$ cat src/rtl/addsub_pkg.sv
// Shared types and constants for the serial add/subtract unit.
package addsub_pkg;

   typedef enum logic [1:0] {
      IDLE = 2'd0,
      RUN  = 2'd1,
      DONE = 2'd2
   } state_t;

   localparam logic MODE_ADD = 1'b0;
   localparam logic MODE_SUB = 1'b1;

endpackage

$ cat src/rtl/addsub_serial_if.sv
// Start/done request bus of the serial add/subtract unit.
interface addsub_serial_if #(
   parameter int WIDTH = 8
) ();
   logic             start;
   logic             mode;
   logic [WIDTH-1:0] a;
   logic [WIDTH-1:0] b;
   logic             busy;
   logic             done;
   logic [WIDTH-1:0] sum;
   logic             carry;
   logic             overflow;
   logic             zero;

   modport master (
      output start, mode, a, b,
      input  busy, done, sum, carry, overflow, zero
   );

   modport slave (
      input  start, mode, a, b,
      output busy, done, sum, carry, overflow, zero
   );
endinterface

$ cat src/rtl/addsub_digit.sv
// Combinational DIGIT-bit ripple slice; B is inverted when subtracting.
module addsub_digit
   import addsub_pkg::*;
#(
   parameter int DIGIT = 1
) (
   input  logic [DIGIT-1:0] a_d,
   input  logic [DIGIT-1:0] b_d,
   input  logic             cin,
   input  logic             mode,
   output logic [DIGIT-1:0] s_d,
   output logic             cout,
   output logic             cin_msb
);

   logic [DIGIT-1:0] b_eff;
   logic             carry_chain;

   for (genvar gi = 0; gi < DIGIT; gi++) begin : g_beff
      assign b_eff[gi] = b_d[gi] ^ (mode == MODE_SUB);
   end

   // cin_msb ends up as the carry entering the top bit of the slice
   always_comb begin
      carry_chain = cin;
      cin_msb     = cin;
      s_d         = '0;
      for (int i = 0; i < DIGIT; i++) begin
         cin_msb     = carry_chain;
         s_d[i]      = a_d[i] ^ b_eff[i] ^ carry_chain;
         carry_chain = (a_d[i] & b_eff[i]) | (a_d[i] & carry_chain) | (b_eff[i] & carry_chain);
      end
      cout = carry_chain;
   end

endmodule

$ cat src/rtl/addsub_serial.sv
// Sequential add/subtract, DIGIT bits per clock, LSB digit first.
// Define ADDSUB_SAT_EN to clamp overflowing results to signed max/min.
module addsub_serial
   import addsub_pkg::*;
#(
   parameter int WIDTH = 8,
   parameter int DIGIT = 1
) (
   input logic            clk,
   input logic            rst_n,
   addsub_serial_if.slave bus
);

   localparam int N  = WIDTH / DIGIT;
   localparam int CW = (N > 1) ? $clog2(N) : 1;

   state_t           state, state_next;
   logic [CW-1:0]    cnt;
   logic [WIDTH-1:0] a_sh, b_sh, res_sh, res_next, sum_fin;
   logic             mode_r, cy_r;
   logic [WIDTH-1:0] sum_r;
   logic             carry_r, ovf_r, zero_r;
   logic [DIGIT-1:0] s_d;
   logic             cout, cin_msb, ovf_now;
   logic             busy, done, accept, step, last;

   addsub_digit #(.DIGIT(DIGIT)) u_digit (
      .a_d     (a_sh[DIGIT-1:0]),
      .b_d     (b_sh[DIGIT-1:0]),
      .cin     (cy_r),
      .mode    (mode_r),
      .s_d     (s_d),
      .cout    (cout),
      .cin_msb (cin_msb)
   );

   assign last    = (cnt == CW'(N - 1));
   assign ovf_now = cin_msb ^ cout;
   // New digit enters at the top so the final digit leaves the word LSB-aligned
   assign res_next = (res_sh >> DIGIT) | (WIDTH'(s_d) << (WIDTH - DIGIT));

`ifdef ADDSUB_SAT_EN
   always_comb begin
      sum_fin = res_next;
      if (ovf_now)
         sum_fin = res_next[WIDTH-1] ? {1'b0, {(WIDTH-1){1'b1}}} : {1'b1, {(WIDTH-1){1'b0}}};
   end
`else
   assign sum_fin = res_next;
`endif

   always_ff @(posedge clk or negedge rst_n) begin
      if (!rst_n) state <= IDLE;
      else        state <= state_next;
   end

   always_comb begin
      state_next = state;
      busy       = 1'b0;
      done       = 1'b0;
      accept     = 1'b0;
      step       = 1'b0;
      case (state)
         IDLE: begin
            if (bus.start) begin
               accept     = 1'b1;
               state_next = RUN;
            end
         end
         RUN: begin
            busy = 1'b1;
            step = 1'b1;
            if (last) state_next = DONE;
         end
         DONE: begin
            done = 1'b1;
            if (bus.start) begin
               accept     = 1'b1;
               state_next = RUN;
            end else begin
               state_next = IDLE;
            end
         end
         default: state_next = IDLE;
      endcase
   end

   always_ff @(posedge clk or negedge rst_n) begin
      if (!rst_n) begin
         cnt     <= '0;
         a_sh    <= '0;
         b_sh    <= '0;
         res_sh  <= '0;
         mode_r  <= MODE_ADD;
         cy_r    <= 1'b0;
         sum_r   <= '0;
         carry_r <= 1'b0;
         ovf_r   <= 1'b0;
         zero_r  <= 1'b0;
      end else if (accept) begin
         a_sh   <= bus.a;
         b_sh   <= bus.b;
         mode_r <= bus.mode;
         cy_r   <= bus.mode;
         cnt    <= '0;
      end else if (step) begin
         a_sh   <= a_sh >> DIGIT;
         b_sh   <= b_sh >> DIGIT;
         res_sh <= res_next;
         cy_r   <= cout;
         cnt    <= cnt + 1'b1;
         if (last) begin
            sum_r   <= sum_fin;
            carry_r <= cout;
            ovf_r   <= ovf_now;
            zero_r  <= (sum_fin == '0);
         end
      end
   end

   assign bus.busy     = busy;
   assign bus.done     = done;
   assign bus.sum      = sum_r;
   assign bus.carry    = carry_r;
   assign bus.overflow = ovf_r;
   assign bus.zero     = zero_r;

endmodule

$ cat src/flat_wrapper.sv
// flat-port wrapper written by rule: the top's interface ports become plain ports
module addsub_serial_flat import addsub_pkg::*;
#(
   parameter int WIDTH = 8,
   parameter int DIGIT = 1
)
  (clk, rst_n, bus_start, bus_mode, bus_a, bus_b, bus_busy, bus_done, bus_sum, bus_carry, bus_overflow, bus_zero);
  addsub_serial_if #(.WIDTH(WIDTH)) bus_i ();
  input logic clk;
  input logic rst_n;
  input wire logic [$bits(bus_i.start)-1:0] bus_start;
  input wire logic [$bits(bus_i.mode)-1:0] bus_mode;
  input wire logic [$bits(bus_i.a)-1:0] bus_a;
  input wire logic [$bits(bus_i.b)-1:0] bus_b;
  output wire logic [$bits(bus_i.busy)-1:0] bus_busy;
  output wire logic [$bits(bus_i.done)-1:0] bus_done;
  output wire logic [$bits(bus_i.sum)-1:0] bus_sum;
  output wire logic [$bits(bus_i.carry)-1:0] bus_carry;
  output wire logic [$bits(bus_i.overflow)-1:0] bus_overflow;
  output wire logic [$bits(bus_i.zero)-1:0] bus_zero;
  assign bus_i.start = bus_start;
  assign bus_i.mode = bus_mode;
  assign bus_i.a = bus_a;
  assign bus_i.b = bus_b;
  assign bus_busy = bus_i.busy;
  assign bus_done = bus_i.done;
  assign bus_sum = bus_i.sum;
  assign bus_carry = bus_i.carry;
  assign bus_overflow = bus_i.overflow;
  assign bus_zero = bus_i.zero;
  addsub_serial #(.WIDTH(WIDTH), .DIGIT(DIGIT)) u_core (.clk(clk), .rst_n(rst_n), .bus(bus_i));
endmodule
$ cat config.mk
export PLATFORM = sky130hd
export DESIGN_NAME = addsub_serial_flat
export DESIGN_NICKNAME = d
export VERILOG_FILES = /design/src/rtl/addsub_pkg.sv /design/src/rtl/addsub_serial_if.sv /design/src/rtl/addsub_digit.sv /design/src/rtl/addsub_serial.sv /design/src/flat_wrapper.sv
export SDC_FILE = /design/constraint.sdc
export NUM_CORES = 1
export LEC_CHECK = 0
export BUFFER_PORTS_ARGS = -buffer_cell sky130_fd_sc_hd__buf_2
export CORE_UTILIZATION = 57
export CTS_BUF_LIST = sky130_fd_sc_hd__clkbuf_2 sky130_fd_sc_hd__clkbuf_4 sky130_fd_sc_hd__clkbuf_8
export DETAILED_ROUTE_END_ITERATION = 8
export GPL_TIMING_DRIVEN = 1
export PLACE_DENSITY = 0.8
export SLEW_MARGIN = 20
export SYNTH_ARGS = -nofsm -noshare
export SYNTH_HDL_FRONTEND = slang
export SYNTH_SLANG_ARGS = --single-unit
$ cat constraint.sdc
create_clock -name clk -period 1.9 [get_ports clk]
set_input_delay 0.19 -clock clk [delete_from_list [all_inputs] [get_ports clk]]
set_output_delay 0.19 -clock clk [all_outputs]
set_load 0.05 [all_outputs]
==> flow_summary_export.csv, run 1 <==
group,metric,value,unit
run_status,status,"finished clean",
logic_synthesis,synth_area_leaders,"dfrtp_1 (55%), nand2_1 (8.9%), a31oi_2 (7.4%), mux2_2 (3.6%), nand2_2 (3.4%)",
global_route,grt_max_degree,42,
drt,vias,1321,
flow_run,maxCapViolations,0,
timing,rsz0062_at_grt,"no",
placement,io_buffers,32,
worst_setup_path,cp.arrival,1.48,ns
floorplan,row_count,20,
cts,cts_made_buffers,5,
pwr,power.internal,2.21,mW
cts,cts.reportedPaths.clkPinSlew,0.11,ns
floorplan,fp.dieH,59.2,um
worst_hold_path,min_from,"bus_b[0]",
worst_setup_path,reg2reg_slack,0.25,ns
global_route,grt_pass1_wl,5780,um
placement,dpl.hpwl,2260,um
worst_setup_path,cp.required,1.71,ns
logic_synthesis,syn_nets,194,
timing,worstMarginPinSlew,0.493,ns
logic_synthesis,post-synth-top-count-cell,"nand2_1",
global_route,grt.total_usage,22.8,%
timing,fmax,599,MHz
worst_setup_path,crit_type,"flop to primary output",
final_layout,area_growth,14.4,%
logic_synthesis,synthCells,171,
pwr,power.switching,1.77,mW
global_route,grt_pass1_vias,1325,
floorplan,io_pins,33,
floorplan,die_w,59.2,um
logic_synthesis,synth_top_cells_by_count,"nand2_1 (44), dfrtp_1 (41), nor2_1 (13), a31oi_2 (11), nand2_2 (10)",
timing,drv_slew,0,
timing,period_minus_slack,1.67,ns
final_layout,nets,228,
global_route,gr-total-overflow,0,
placement,post_dp_cell_area,0.00205,mm^2
placement,dp_cells,241,
logic_synthesis,ys.flop_type,"dfrtp_1",
logic_synthesis,ys_seq_area_share,55.0,%
final_layout,insertedDiodeCount,0,
cts,cts.sinks,41,
drt,wl,3350,um
final_layout,drive_gt1_share,35.9,%
pwr,static-leakage-power,1.04,nW
pwr,total_power,3.98,mW
logic_synthesis,synth-edff-count,0,
worst_hold_path,min_delay_path_depth,3,
pwr,pwr-share-seq,39.0,%
floorplan,dieArea,0.00351,mm^2
logic_synthesis,ys_ff_latch,41,
timing,setup_viol,0,
timing,setup_slack,0.230,ns
drt,drt-pass1-iter-count,4,
final_layout,final_core_util,69.3,%
drt,drtIter0Drc,48,
final_layout,stdcell_count,250,
cts,cts-resized-gates,0,
pwr,peakVddDrop,951,uV
timing,tns,0,ns
logic_synthesis,ys.warnings.count,0,
floorplan,start_util,60.6,%
logic_synthesis,avgSynthCellArea,10.9,um^2
worst_setup_path,crit_path_end_kind,"primary output",
cts,clock_path_buffers,2,
pwr,p_per_area,1860,mW/mm^2
timing,slew-limit-headroom,67.1,%
worst_setup_path,crit_fanout,26,
cts,post_cts.repair.setup_buffers,0,
worst_hold_path,holdPathEnd,"u_core.b_sh[0]$_DFFE_PN0P_",
timing,hold_ws,0.0660,ns
pwr,switching_share,44.6,%
placement,place.gp.congestion,0.810,
cts,cts_root_buffer,"clkbuf_4",
worst_setup_path,startpoint_type,"flop",
worst_setup_path,r2r-end,"u_core.bus.zero$_DFFE_PN0P_",
cts,ctsHoldBuffers,1,
final_layout,fin_area,0.00213,mm^2
timing,skew,0.00505,ns
pwr,clockPowerShare,12.2,%
timing,final_hold_viol_count,0,
logic_synthesis,async_flop_share,100,%
placement,place_ws,0.273,ns
cts,htreeDepth,2,
logic_synthesis,syn-cell-area,0.00187,mm^2
worst_hold_path,hp-class,"input port to flop",
timing,period_share,87.9,%
drt,drc,0,
logic_synthesis,synth_area_leader_cell,"dfrtp_1",
drt,drt-vias-per-instance,5.28,
global_route,antenna_found_initial,0,
logic_synthesis,synth_cell_types,33,
cts,insertion_delay,0.34,ns
worst_setup_path,reg2reg_from,"u_core.mode_r$_DFFE_PN0N_",
logic_synthesis,netlist.area_leader.share,55.0,%
drt,wl_per_cell,13.4,um
pwr,power_frac_comb,48.7,%
floorplan,coreArea,0.00308,mm^2
cts,cts_tree,"built",
worst_setup_path,worstRegToRegCells,5,
drt,ant_nets,0,
## area by class of cell
cell class / count / area [um^2]
sequential: 41 / 1030
tap: 44 / 55.1
inverter: 4 / 20.0
clock buffer: 7 / 65.1
multi-input combinational: 116 / 738
clock inverter: 1 / 5.00
timing repair buffer: 37 / 225
fill: 255 / 943
## sequential cells by signal (all words and copies together), names as in the netlist
signal	flops
u_core.state	2
u_core.cnt	3
u_core.bus.zero	1
u_core.b_sh	8
u_core.cy_r	1
u_core.res_sh	7
u_core.a_sh	8
u_core.bus.carry	1
u_core.mode_r	1
u_core.bus.sum	8
u_core.bus.overflow	1
## layout by cell type, fill, tap and decap left out, types with 3 or more instances in the layout
cell / instances
nand2_1: 44
dfrtp_1: 41
buf_2: 32
nor2_1: 13
a31oi_2: 11
nand2_2: 10
o21ai_0: 7
mux2_2: 6
clkbuf_4: 5
inv_1: 3
a22o_1: 3
## metal layers
layer	routed length [um]	global-route usage (%)
met5	0	0
met4	17	8.50
met3	160	7.42
met2	1750	38.5
met1	1430	27.0
## power groups by stage
stage               logic (mW)  clock network [mW]  registers [mW]
CTS                       1.97               0.502            1.55
global placement          1.88                   0            1.55
finish                    1.94               0.486            1.55
detailed placement        1.95                   0            1.57
floorplan                 1.26                   0            1.91
global route              2.13               0.539            1.60
## logic make-up after synthesis
kind of cell | Yosys count | synth area share, %
XOR/XNOR | 2 | 0.939
adder cells (fa/ha/maj) | 3 | 2.41
buffers and inverters | 14 | 5.43
AO/OA/AOI/OAI | 26 | 12.7
flip-flops | 41 | 55.0
AND/OR/NAND/NOR | 78 | 19.2
multiplexers | 7 | 4.23
## worst max path at each step
stage,from,end,slack [ns],cells past startpoint
2_1_floorplan,u_core.cnt[0]$_DFFE_PN0P_,u_core.bus.sum[6]$_DFFE_PN0P_,0.39,5
3_3_place_gp,u_core.mode_r$_DFFE_PN0N_,u_core.bus.zero$_DFFE_PN0P_,0.39,5
3_5_place_dp,u_core.mode_r$_DFFE_PN0N_,u_core.bus.zero$_DFFE_PN0P_,0.27,5
4_1_cts,u_core.state[1]$_DFFE_PN0P_,bus_busy,0.21,3
5_1_grt,u_core.state[1]$_DFFE_PN0P_,bus_busy,0.12,3
6_report,u_core.state[0]$_DFFE_PN0P_,bus_busy,0.23,3
## critical path, cell delays in order (launching register included)
cell and delay, ns:
dfrtp_1 0.45, nand2b_1 0.17, clkinv_4 0.23, buf_2 0.29
No activity file was read; power rests on OpenSTA's default activity.
==> run 2: changes to the inputs <==
- ABC_AREA: unset -> 1
==> flow_summary_export.csv, run 2 <==
group,metric,value,unit
pwr,peakVddDrop,864,uV
global_route,busiest_layer,"met2",
global_route,grt_max_degree,42,
cts,cts_tree,"built",
floorplan,io_pins,33,
timing,setup_slack,0.288,ns
timing,hold_ws,0.0457,ns
logic_synthesis,synth_cell_types,22,
timing,final_hold_viol_count,0,
worst_setup_path,cpLargestDelayFamily,"buffers and inverters",
cts,htreeDepth,2,
drt,drc,0,
worst_setup_path,crit_path_end_kind,"primary output",
floorplan,coreArea,0.00305,mm^2
final_layout,stdcell_count,304,
drt,ant_nets,0,
timing,skew,0.0141,ns
final_layout,fin_area,0.00210,mm^2
worst_setup_path,cp.required,1.71,ns
placement,dpl.hpwl,2190,um
global_route,met3_usage,7.69,%
final_layout,insertedDiodeCount,0,
logic_synthesis,ys_ff_latch,41,
worst_setup_path,crit_fanout,7,
logic_synthesis,syn_nets,247,
flow_run,maxCapViolations,0,
drt,drtIter0Drc,63,
logic_synthesis,syn-cell-area,0.00184,mm^2
global_route,grt_pass1_wl,5510,um
placement,dp_cells,295,
global_route,antenna_found_initial,0,
logic_synthesis,synth_area_leaders,"dfrtp_1 (56%), nand2_1 (20%), inv_1 (5.1%), o21ai_0 (3.3%), nand3_1 (2.7%)",
drt,drt-vias-per-instance,4.73,
drt,drt-pass1-iter-count,4,
timing,worstMarginPinSlew,0.633,ns
timing,slew-limit-headroom,57.7,%
cts,clock_path_buffers,2,
final_layout,drive_gt1_share,19.2,%
pwr,p_per_area,1760,mW/mm^2
global_route,grt_pass1_vias,1326,
logic_synthesis,synth-edff-count,0,
worst_setup_path,cp.arrival,1.42,ns
floorplan,row_count,20,
timing,rsz0062_at_grt,"no",
logic_synthesis,ys.flop_type,"dfrtp_1",
global_route,met2_usage,36.2,%
final_layout,final_common_cell,"nand2_1",
logic_synthesis,synth_area_leader_cell,"dfrtp_1",
timing,period_minus_slack,1.61,ns
logic_synthesis,netlist.area_leader.share,55.7,%
pwr,total_power,3.71,mW
worst_hold_path,hp-class,"input port to flop",
timing,tns,0,ns
global_route,grt.total_usage,21.9,%
placement,place.gp.congestion,0.744,
cts,cts_root_buffer,"clkbuf_4",
pwr,static-leakage-power,1.19,nW
drt,wl,3240,um
final_layout,area_growth,14.3,%
floorplan,dieArea,0.00346,mm^2
logic_synthesis,post-synth-top-count-cell,"nand2_1",
worst_setup_path,crit_type,"flop to primary output",
logic_synthesis,ys.warnings.count,0,
cts,cts_made_buffers,5,
floorplan,fp.dieH,58.8,um
final_layout,most-common-layout-cells,"nand2_1 (100), dfrtp_1 (41), buf_2 (32)",
placement,post_dp_cell_area,0.00202,mm^2
drt,vias,1437,
logic_synthesis,synth_top_cells_by_count,"nand2_1 (100), dfrtp_1 (41), inv_1 (25), o21ai_0 (12), nand3_1 (10)",
worst_setup_path,slowest_stage,"dfrtp_1",
final_layout,final_core_util,68.9,%
placement,io_buffers,32,
logic_synthesis,ys_seq_area_share,55.7,%
cts,cts.reportedPaths.clkPinSlew,0.12,ns
floorplan,die_w,58.8,um
worst_setup_path,crit_chain,"nand2_1 -> inv_2 -> buf_2",
run_status,status,"finished clean",
timing,period_share,84.8,%
worst_setup_path,worst-path-buf-inv,2,
cts,insertion_delay,0.35,ns
cts,cts.sinks,41,
global_route,gr-total-overflow,0,
worst_setup_path,startpoint_type,"flop",
drt,wl_per_cell,10.7,um
global_route,met1_usage,25.3,%
timing,setup_viol,0,
cts,post_cts.repair.setup_buffers,0,
final_layout,nets,282,
logic_synthesis,avgSynthCellArea,8.22,um^2
placement,place_ws,0.503,ns
floorplan,start_util,60.3,%
logic_synthesis,async_flop_share,100,%
timing,drv_slew,0,
timing,fmax,620,MHz
worst_setup_path,cpPeakStageDelay,0.43,ns
logic_synthesis,synthCells,224,
-- run 2: worst min-delay path, cell delays in order --
cell and delay, ns:
buf_2 0.07, nand2_1 0.04, o21ai_0 0.05
-- run 2: worst paths after layout --
check                                            startpoint                          end  slack, ns  cells after the start
worst min-delay path                               bus_b[7]   u_core.b_sh[7]$_DFFE_PN0P_       0.05                      3
worst min register to register    u_core.cnt[0]$_DFFE_PN0P_    u_core.cnt[0]$_DFFE_PN0P_       0.49                      1
max in group asynchronous                             rst_n   u_core.a_sh[1]$_DFFE_PN0P_       1.11                      3
worst max register to register   u_core.b_sh[0]$_DFFE_PN0P_  u_core.bus.zero$_DFFE_PN0P_       0.50                      6
worst max-delay path            u_core.state[0]$_DFFE_PN0P_                     bus_busy       0.29                      3
min in group asynchronous                             rst_n  u_core.bus.zero$_DFFE_PN0P_       0.43                      3
-- run 2: cells by family (layout without fill, tap and decap cells) --
| group | Yosys count | count (layout) | synth area share [%] |
|---|---|---|---|
| and+or+nand+nor | 120 | 120 | 26.1 |
| DFF | 41 | 41 | 55.7 |
| buffers and inverters | 36 | 72 | 8.83 |
| AOI/OAI and AO/OA | 22 | 22 | 5.98 |
| adders and majority gates | 3 | 3 | 2.45 |
| xor gates and xnor gates | 2 | 2 | 0.951 |
-- run 2: routing by layer --
layer  up-vias  routed length [um]  share of wire (%)
met5         -                   0                  0
met4         0                  72                2.2
met3        10                 130                4.0
met2        37                1510                 46
met1       646                1530                 47
li1        744                   -                  -
-- run 2: power breakdown --
part	internal (mW)	switching, mW	leakage (nW)
Clock	0.215	0.282	0.0413
Combinational	0.536	1.22	0.628
Sequential	1.26	0.198	0.519
-- run 2: area by class of cell --
cell class / instances / area (um^2)
clock buffer: 7 / 65.1
clock inverter: 1 / 5.00
fill: 280 / 948
inverter: 28 / 108
multi-input combinational: 147 / 653
sequential: 41 / 1030
tap: 44 / 55.1
timing repair buffer: 36 / 193
-- run 2: what timing repair did --
item | CTS | global route
resized for setup | 0 | 0
hold buffers | 1 | 0
hold endpoints to repair | 41 | 0
endpoints found under the setup margin | 0 | 0
==> run 3: changes to the inputs <==
- clock period: 1.9 -> 1.6 ns (I/O delays scaled with it)
==> flow_summary_export.csv, run 3 (same netlist as run 2, synthesis figures left out) <==
group,metric,value,unit
run_status,status,"finished clean",
worst_setup_path,crit_chain,"inv_1 -> nand2_1 -> inv_2 -> clkbuf_4",
global_route,met1_usage,27.2,%
worst_setup_path,reg2reg_slack,0.13,ns
worst_setup_path,cpLargestDelayFamily,"buffers and inverters",
global_route,met3_usage,6.37,%
final_layout,drive_gt1_share,20.4,%
global_route,grt_pass1_wl,5810,um
placement,place_ws,0.193,ns
placement,place.gp.congestion,0.757,
drt,vias,1452,
floorplan,row_count,20,
flow_run,maxCapViolations,0,
timing,drv_slew,0,
cts,clock_path_buffers,2,
drt,ant_nets,0,
worst_setup_path,r2r-end,"u_core.bus.zero$_DFFE_PN0P_",
timing,rsz0062_at_grt,"no",
placement,io_buffers,32,
cts,insertion_delay,0.35,ns
drt,drc,0,
floorplan,dieArea,0.00346,mm^2
cts,cts_root_buffer,"clkbuf_4",
cts,cts_tree,"built",
global_route,grt_max_degree,22,
global_route,busiest_layer,"met2",
floorplan,io_pins,33,
drt,drtIter0Drc,53,
worst_setup_path,cp.arrival,1.33,ns
global_route,grt_pass1_vias,1390,
timing,worstMarginPinSlew,0.318,ns
final_layout,most-common-layout-cells,"nand2_1 (100), dfrtp_1 (40), buf_2 (31)",
final_layout,area_growth,17.8,%
timing,skew,0.00822,ns
pwr,p_per_area,2120,mW/mm^2
cts,cts.reportedPaths.clkPinSlew,0.12,ns
worst_setup_path,cpPeakStageDelay,0.38,ns
global_route,grt.total_usage,22.8,%
timing,hold_ws,0.0316,ns
floorplan,coreArea,0.00305,mm^2
worst_setup_path,crit_type,"flop to primary output",
floorplan,die_w,58.8,um
timing,period_share,93.4,%
timing,final_hold_viol_count,0,
drt,wl_per_cell,11.1,um
global_route,antenna_found_initial,0,
final_layout,nets,287,
timing,period_minus_slack,1.49,ns
final_layout,seq_area,0.00103,mm^2
placement,dpl.hpwl,2350,um
pwr,static-leakage-power,1.22,nW
timing,setup_slack,0.105,ns
final_layout,final_common_cell,"nand2_1",
worst_setup_path,crit_cells,4,
timing,tns,0,ns
worst_setup_path,startpoint_type,"flop",
global_route,gr-total-overflow,0,
drt,drt-vias-per-instance,4.70,
pwr,peakVddDrop,1010,uV
worst_setup_path,cp.required,1.44,ns
drt,drt-pass1-iter-count,4,
cts,cts_made_buffers,5,
worst_hold_path,hp-class,"input port to flop",
drt,wl,3430,um
timing,fmax,669,MHz
timing,setup_viol,0,
worst_setup_path,reg2reg_from,"u_core.mode_r$_DFFE_PN0N_",
cts,post_cts.repair.setup_buffers,0,
cts,htreeDepth,2,
final_layout,fill_cells,263,
worst_hold_path,min_from,"bus_mode",
worst_setup_path,worstRegToRegCells,6,
floorplan,start_util,60.3,%
timing,slew-limit-headroom,78.8,%
worst_setup_path,crit_path_end_kind,"primary output",
worst_setup_path,worst-path-buf-inv,3,
final_layout,multi_input_area,653,um^2
worst_setup_path,cp-endpoint,"bus_busy",
cts,cts.sinks,41,
worst_setup_path,crit_fanout,7,
global_route,met2_usage,38.6,%
final_layout,insertedDiodeCount,0,
worst_setup_path,slowest_stage,"dfrtp_1",
worst_setup_path,setup.worst_path.start,"u_core.state[1]$_DFFE_PN0P_",
floorplan,fp.dieH,58.8,um
## run 3: what timing repair did
item                                    4_1_cts  5_1_grt
endpoints found under the hold margin        15        0
endpoints found under the setup margin        0        1
hold buffers                                  3        0
gates resized for setup                       0        2
## run 3: worst min path at each step
stage	endpoint	slack [ns]	depth (start not counted)
after floorplan	u_core.a_sh[0]$_DFFE_PN0P_	-0.14	0
after global placement	u_core.bus.sum[2]$_DFFE_PN0P_	0.07	1
after detailed placement	u_core.bus.sum[2]$_DFFE_PN0P_	0.07	1
after CTS	u_core.mode_r$_DFFE_PN0N_	0.02	3
after global routing	u_core.mode_r$_DFFE_PN0N_	0.02	3
final	u_core.mode_r$_DFFE_PN0N_	0.03	3
## run 3: routing by layer
metal  vias to the layer above  part of all wire [%]
li1                        755                     -
met1                       653                    46
met2                        37                    47
met3                         7                   4.5
met4                         0                   2.0
met5                         -                     0
## run 3: worst reg2reg max path, delay by kind of cell (launching register included)
kind	cells	cell delay [ns]
xor+xnor	1	0.23
fa+ha+maj	1	0.50
simple gates	4	0.25
flops	1	0.41
## run 3: final cells by class
cell class,count,share of cell area (%)
clock buffers,7,2.71
clock inverters,1,1.38
inverters,28,4.96
multi-input cells,147,30.1
flip-flops and latches,41,47.3
well taps,44,2.54
repair buffers,41,11.0
## run 3: where the power goes
| part | switching (mW) | internal (mW) | total, mW |
|---|---|---|---|
| Combinational | 1.48 | 0.670 | 2.15 |
| Clock | 0.329 | 0.390 | 0.719 |
| Sequential | 0.236 | 1.49 | 1.73 |
## run 3: through the flow
stage               util [%]  instances  cell area [um^2]  total power, mW
floorplan                  -        224              1840             3.44
global placement        67.0        298              2050             3.80
detailed placement      67.0        298              2050             3.88
CTS                     70.9        309              2170             4.61
global route            71.1        309              2170             4.99
finish                  71.1        309              2170             4.60
